===== config.mk =====
export PLATFORM = sky130hd
export DESIGN_NAME = apb_completer_mem
export DESIGN_NICKNAME = d
export VERILOG_FILES = /design/src/rtl/apb_completer_mem.sv
export SDC_FILE = /design/constraint.sdc
export NUM_CORES = 2
export LEC_CHECK = 0
export ABC_CLOCK_PERIOD_IN_PS = 225400
export BUFFER_PORTS_ARGS = -buffer_cell sky130_fd_sc_hd__buf_2
export CAP_MARGIN = 20
export CELL_PAD_IN_SITES_DETAIL_PLACEMENT = 0
export CELL_PAD_IN_SITES_GLOBAL_PLACEMENT = 1
export CORE_UTILIZATION = 30
export CTS_BUF_LIST = sky130_fd_sc_hd__clkbuf_16
export CTS_CLUSTER_SIZE = 20
export DETAILED_ROUTE_END_ITERATION = 10
export PLACE_DENSITY = 0.48
export SYNTH_ARGS = -nofsm -noshare
export SYNTH_HDL_FRONTEND = slang
export SYNTH_SLANG_ARGS = --single-unit

===== constraint.sdc =====
create_clock -name PCLK -period 225.4 [get_ports PCLK]
set_input_delay 45.08 -clock PCLK [delete_from_list [all_inputs] [get_ports PCLK]]
set_output_delay 45.08 -clock PCLK [all_outputs]
set_load 0.01 [all_outputs]

===== src/rtl/apb_completer_mem.sv =====
// APB completer backed by a register-array memory with a fixed number of wait
// states per access and PSLVERR on addresses beyond MEM_DEPTH.
module apb_completer_mem #(
    parameter int ADDR_WIDTH  = 9,
    parameter int DATA_WIDTH  = 8,
    parameter int MEM_DEPTH   = 256,
    parameter int WAIT_STATES = 0
) (
    input  logic                  PCLK,
    input  logic                  PRESET,
    input  logic                  PSEL,
    input  logic                  PENABLE,
    input  logic                  PWRITE,
    input  logic [ADDR_WIDTH-1:0] PADDR,
    input  logic [DATA_WIDTH-1:0] PWDATA,
    output logic                  PREADY,
    output logic [DATA_WIDTH-1:0] PRDATA,
    output logic                  PSLVERR
);

    localparam int IDX_W = (MEM_DEPTH > 1) ? $clog2(MEM_DEPTH) : 1;
    localparam logic [ADDR_WIDTH:0] DEPTH_L = (ADDR_WIDTH+1)'(MEM_DEPTH);
    localparam logic [3:0] WS_L = 4'(WAIT_STATES);

    typedef enum logic [0:0] {IDLE = 1'b0, ACCESS = 1'b1} state_t;

    state_t                state_q, state_d;
    logic [3:0]            cnt_q, cnt_d;
    logic [ADDR_WIDTH-1:0] addr_q, addr_d;
    logic                  write_q, write_d;
    logic [DATA_WIDTH-1:0] wdata_q, wdata_d;
    logic [DATA_WIDTH-1:0] rdata_q, rdata_d;
    logic                  err_q, err_d;
    logic [DATA_WIDTH-1:0] mem_q [0:MEM_DEPTH-1];

    logic in_range_s;
    logic ready_s;
    logic commit_s;

    assign in_range_s = ({1'b0, PADDR} < DEPTH_L);
    assign ready_s    = (state_q == ACCESS) && (cnt_q == 4'd0);
    assign commit_s   = ready_s && PSEL && PENABLE && write_q && !err_q;

    // Outputs derive only from registers; read data is exposed on the completing cycle.
    assign PREADY  = ready_s;
    assign PRDATA  = ready_s ? rdata_q : {DATA_WIDTH{1'b0}};
    assign PSLVERR = ready_s && err_q;

    always_comb begin
        state_d = state_q;
        cnt_d   = cnt_q;
        addr_d  = addr_q;
        write_d = write_q;
        wdata_d = wdata_q;
        rdata_d = rdata_q;
        err_d   = err_q;
        case (state_q)
            IDLE: begin
                // PSEL with PENABLE already high has no setup phase and is ignored.
                if (PSEL && !PENABLE) begin
                    state_d = ACCESS;
                    cnt_d   = WS_L;
                    addr_d  = PADDR;
                    write_d = PWRITE;
                    wdata_d = PWDATA;
                    err_d   = !in_range_s;
                    if (!PWRITE && in_range_s) begin
                        rdata_d = mem_q[PADDR[IDX_W-1:0]];
                    end else begin
                        rdata_d = {DATA_WIDTH{1'b0}};
                    end
                end else begin
                    rdata_d = {DATA_WIDTH{1'b0}};
                end
            end
            ACCESS: begin
                if (PSEL && PENABLE) begin
                    if (cnt_q == 4'd0) begin
                        state_d = IDLE;
                        rdata_d = {DATA_WIDTH{1'b0}};
                    end else begin
                        cnt_d = cnt_q - 4'd1;
                    end
                end else begin
                    state_d = IDLE;
                    rdata_d = {DATA_WIDTH{1'b0}};
                end
            end
            default: begin
                state_d = IDLE;
                rdata_d = {DATA_WIDTH{1'b0}};
            end
        endcase
    end

    // Transfer control registers.
    always_ff @(posedge PCLK or posedge PRESET) begin
        if (PRESET) begin
            state_q <= IDLE;
            cnt_q   <= 4'd0;
            addr_q  <= {ADDR_WIDTH{1'b0}};
            write_q <= 1'b0;
            wdata_q <= {DATA_WIDTH{1'b0}};
            rdata_q <= {DATA_WIDTH{1'b0}};
            err_q   <= 1'b0;
        end else begin
            state_q <= state_d;
            cnt_q   <= cnt_d;
            addr_q  <= addr_d;
            write_q <= write_d;
            wdata_q <= wdata_d;
            rdata_q <= rdata_d;
            err_q   <= err_d;
        end
    end

    // Storage array; writes commit on the completion edge using the latched address/data.
    always_ff @(posedge PCLK or posedge PRESET) begin
        if (PRESET) begin
            for (int i = 0; i < MEM_DEPTH; i++) begin
                mem_q[i] <= {DATA_WIDTH{1'b0}};
            end
        end else begin
            if (commit_s) begin
                mem_q[addr_q[IDX_W-1:0]] <= wdata_q;
            end
        end
    end

endmodule


### Yosys cells after proc, flatten, opt, wreduce, memory -nomap -nowiden

Cells that the tools add are included.

* output and inout port bits: 10
* flip-flop bits (word level): 2079
* word-level logic and storage cells: 312
* input bits: 22

* equality and inequality tests: 4
* reduce and logical (&&, ||, !) cells: 17
* $add $sub $neg: 1
* bitwise logic cells: 3
* muxes and demuxes: 20
* magnitude comparators: 4

Operators with widths (count)
* $bwmux W2048: 1
* $bmux W8 S8: 1
* $demux W8 S8: 1
* $mux W8: 8
* $ge A9 B9 Y1 const B: 2
* $not A8 Y9: 2
* $pmux W8 S2: 1
* $mux W4: 3
* $logic_and A1 B1 Y1: 10
* $lt A9 B1 Y1 const B: 1
* $lt A9 B9 Y1 const B: 1
* $pmux W4 S2: 1
* $logic_not A1 Y1: 4
* $logic_not A4 Y1: 1
* $ne A2 B2 Y1 const B: 2
* $sub A4 B1 Y4 const B: 1
* $mux W1: 3
* $ne A3 B3 Y1 const B: 1
* $reduce_and A3 Y1: 1
* $ne A2 B1 Y1 const B: 1
* $pmux W1 S2: 1
* $reduce_and A2 Y1: 1
* $not A1 Y1: 1

### Logic depth before layout (Yosys ltp)

* word-level depth: 7
* depth in mapped cells: 13
* mapped depth without buffers: 8

### Worst setup path after synthesis

Ideal clock, no wire load.

* path type: input port to flip-flop
* from: in PADDR[1]
* to: reg rdata_q[4]
* setup time: 0.122 ns
* cell stages on the path: 9
* setup slack: 178.138 ns
* buffers on the path: 4
* arrival time: 47.141 ns
* cell sequence: buf_4 > buf_6 > buf_6 > buf_4 > mux4_2 > mux4_2 > a2111oi_2 > nor2_1 > a32o_1

* cells in the longest elaborated chain, start to end: 7
* elaborated cells on any way between the ends: 9
* classes of those cells: 1 x order compare; 6 x mux; 1 x bitwise; 1 x reduce/logical

Ends and longest elaborated chain
* from (decl): line 14 `input logic [ADDR_WIDTH-1:0] PADDR,`
* $not A8 Y9 (not written as such): line 68 `rdata_d = mem_q[PADDR[IDX_W-1:0]];`
* $bmux W8 S8: line 68
* $mux W8 (not written as such) (2 in series): line 68
* $mux W8 (*): line 67 `if (!PWRITE && in_range_s) begin`
* $mux W8 (*): line 60 `if (PSEL && !PENABLE) begin`
* $pmux W8 S2 (*): line 57 `case (state_q)`
* to (signal assigned): line 104 `rdata_q <= {DATA_WIDTH{1'b0}};`
* to (signal assigned): line 112 `rdata_q <= rdata_d;`
* to (decl): line 32 `logic [DATA_WIDTH-1:0] rdata_q, rdata_d;`

Mark *: on every way between the ends. The rest lies on a longest branch, timed or not. The select of a mux whose other input is x is not followed.
A chain may end at the register's enable or synchronous reset.

==> flow_summary.json <==
{
  "grt_use_total_pct": 19.7,
  "ys_warn_count": 0,
  "drive_gt1_share_pct": 48.7,
  "period_needed_ns": 49.89,
  "post-dp-hpwl_um": 199000,
  "finClkSkew_ns": 0.106,
  "synth-seq-cells": 2079,
  "path_class": "in2async",
  "relSlewSlack_pct": 20.0,
  "ys_seq_area_share_pct": 54.6,
  "ys_types": 60,
  "worst_pin_slew_ns": 1.19,
  "power.total_uw": 809,
  "clkLatencyLatePin_ns": 0.95,
  "crit_path_end_kind": "asynchronous set/reset pin",
  "layout_commonest_cell": "dfrtp_1",
  "core_um2": 315000,
  "firstDrtPassIters": 5,
  "cellPowerDensity_nw_per_um2": 7.54,
  "crit_path_frequent_cell": "buf_4",
  "cp-start-kind": "input port",
  "seq_area_um2": 52100,
  "synthFlopType": "dfrtp_1",
  "overflow": 0,
  "totalWireLength_um": 313000,
  "muxShareOfSynthArea_pct": 37.2,
  "ctsHoldBuffers": 0,
  "grt_max_degree": 154,
  "reg2reg_to": "mem_q[804]",
  "hold_class": "reg2reg",
  "clock-root-buffer": "clkbuf_16",
  "reg2reg_depth": 9,
  "min_to": "write_q",
  "htree_levels": 4,
  "syn_nets": 6278,
  "max_freq_mhz": 20.0,
  "rr_startpoint": "cnt_q[0]",
  "routedWlPerCell_um": 29.5,
  "multi_input_area_um2": 41000,
  "cpPeakStageDelay_ns": 0.85,
  "cp_max_fo": 145,
  "synth_top_cell_area_share_pct": 54.6,
  "cts_setup_buffers": 0,
  "grt_pass1_wl_um": 457000,
  "grt_setup_unrepaired": "false",
  "synthCells": 6255,
  "synth_xor_area_share_pct": 0.0184,
  "leakagePower_uw": 0.0506,
  "io_buffer_count": 31,
  "reg2reg_slack_ns": 221.22,
  "synth-async-reset-ratio_pct": 100,
  "timing.setup.tns_ns": 0,
  "area_growth_pct": 12.7,
  "via_count": 55400,
  "outcome": "complete, no violations",
  "ant_nets": 0,
  "peakVddDrop_v": 0.00000631,
  "cts_resized": 0,
  "setup_viol": 0,
  "synth_compound_area_share_pct": 2.68,
  "numCtsBuffers": 240,
  "hold_viol": 0,
  "synthSimpleGateAreaFrac_pct": 3.00,
  "crit_path_top_delay_cell": "buf_4",
  "crit_chain": "buf_2 > inv_8 > buf_4 > buf_4 > buf_12 > buf_4 > buf_4 > buf_4",
  "dr.first_iter.drc_count": 3583,
  "crit_family": "buffers and inverters",
  "required_ns": 226.30,
  "initial_core_util_pct": 30.2,
  "dieArea_um2": 320000,
  "vias_per_cell": 5.23,
  "clock-sinks": 2079,
  "layout.nets": 6253,
  "gp_congestion": 0.777,
  "hold_depth": 2,
  "die_x_um": 565,
  "synth_top_area_cell": "dfrtp_1",
  "num_rows": 206,
  "layout_common_cells": "2071 x dfrtp_1, 2057 x mux2_2, 445 x mux4_2",
  "drv_cap": 0,
  "io_pins": 32,
  "grt_pass1_vias": 59100,
  "fin_crit_sh_pct": 22.1,
  "antenna_found_initial": 21,
  "clock_path_buffers": 4,
  "cp.arrival_ns": 50.79,
  "netlist_area_um2": 95200,
  "cts_tree": "done",
  "synthAdderAreaFrac_pct": 0.0131,
  "slew_violations": 0,
  "min-delay-start": "write_q",
  "nFillCells": 30600,
  "synth-edff-count": 0,
  "yosys-top-cells-area": "dfrtp_1 55%, mux2_2 24%, mux4_2 11%, mux2i_1 2.3%, clkbuf_1 1.2%",
  "synth_top_family_by_area": "multiplexers",
  "syn_area_per_cell_um2": 15.2,
  "dieHeight_um": 565,
  "drc": 0,
  "cts.clk_slew.worst_paths_ns": 0.06,
  "cp_num_buf_inv": 8
}
-- layer usage --
layer / GRT usage, % / wire length [um] / vias to the layer above
met3: 2.52 / 11900 / 369
met4: 4.87 / 7390 / 6
met1: 27.7 / 144000 / 30700
met5: 0 / 48 / -
met2: 32.1 / 150000 / 895
li1: - / - / 23400
-- logic make-up (layout without fill, tap and decap cells) --
| logic type | Yosys count | in the layout |
|---|---|---|
| other | 0 | 9 |
| buffers and inverters | 476 | 652 |
| AND/OR/NAND/NOR | 607 | 607 |
| flip-flops | 2079 | 2079 |
| adder cells (fa/ha/maj) | 1 | 1 |
| AO/OA/AOI/OAI | 365 | 365 |
| multiplexers | 2725 | 2725 |
| XOR/XNOR | 2 | 2 |
-- worst register-to-register path, cell delays in order, from the launching register on --
cell and delay, ns:
dfrtp_1 0.40, inv_1 0.07, ha_1 0.18, and3_1 0.57, nand2_1 0.23, nor3b_2 0.20
buf_4 0.43, nand2_1 0.64, nor2_1 0.91, mux2_2 0.41
-- where the power goes --
group,internal [uW],leakage [uW],switching (uW)
Sequential,375,0.0290,5.37
Clock,207,0.00384,165
Combinational,10.9,0.0177,46.5
Total,593,0.0506,217
-- synthesized netlist by cell type (4+ instances only) --
master,number
a311oi_1,8
nor3_1,47
buf_2,48
mux2i_1,223
a32o_1,6
nor2_1,138
o211ai_1,14
nand3_1,58
nand2b_1,10
a211oi_1,18
o21ai_0,40
nand2_1,191
o221ai_1,77
and3_1,9
a21oi_1,71
mux4_2,445
nand4_1,6
clkbuf_1,315
nand2_2,4
a31oi_1,20
dfrtp_1,2079
a2111oi_0,4
mux2_2,2057
buf_6,35
nor2b_1,19
buf_4,46
or3_1,7
buf_1,20
o2111ai_1,4
inv_1,4
o22ai_1,45
a22oi_1,38
nor2_2,84
and2_1,21
-- area by class of cell --
type	count	area share [%]
flip-flops and latches	2079	48.5
multi-input cells	3700	38.2
clock buffers	241	5.62
well taps	4160	4.85
repair buffers	202	1.55
clock inverters	202	1.25
inverters	7	0.0385
diodes	9	0.0210
-- worst max-delay path by stage --
stage	startpoint	end	slack [ns]	cells after the start
after CTS	PRESET	mem_q[1036]	175.34	8
after global placement	PRESET	mem_q[1025]	174.54	8
final	PRESET	mem_q[1025]	175.51	8
after detailed placement	PRESET	mem_q[1028]	174.40	8
after global routing	PRESET	mem_q[1076]	174.69	8
after floorplan	PRESET	addr_q[0]	121.59	1
-- per-stage QoR --
step                      cells  instance area, um2  util (%)  setup WS (ns)  hold slack (ns)
final                     10600              107000      34.0         175.51            0.468
after global routing      10600              107000      34.0         174.69            0.476
after CTS                 10600              107000      34.0         175.34            0.470
after detailed placement  10100               99900      31.7         174.40            0.456
after global placement    10100               99700      31.6         174.54            0.450
after floorplan            6255               95200         -         121.59            0.435
-- state kept, by name, summed over array words and instances (netlist names) --
name / count
addr_q: 8
cnt_q: 4
err_q: 1
mem_q: 2048
rdata_q: 8
state_q: 1
wdata_q: 8
write_q: 1
No activity file was read; power rests on OpenSTA's default activity.
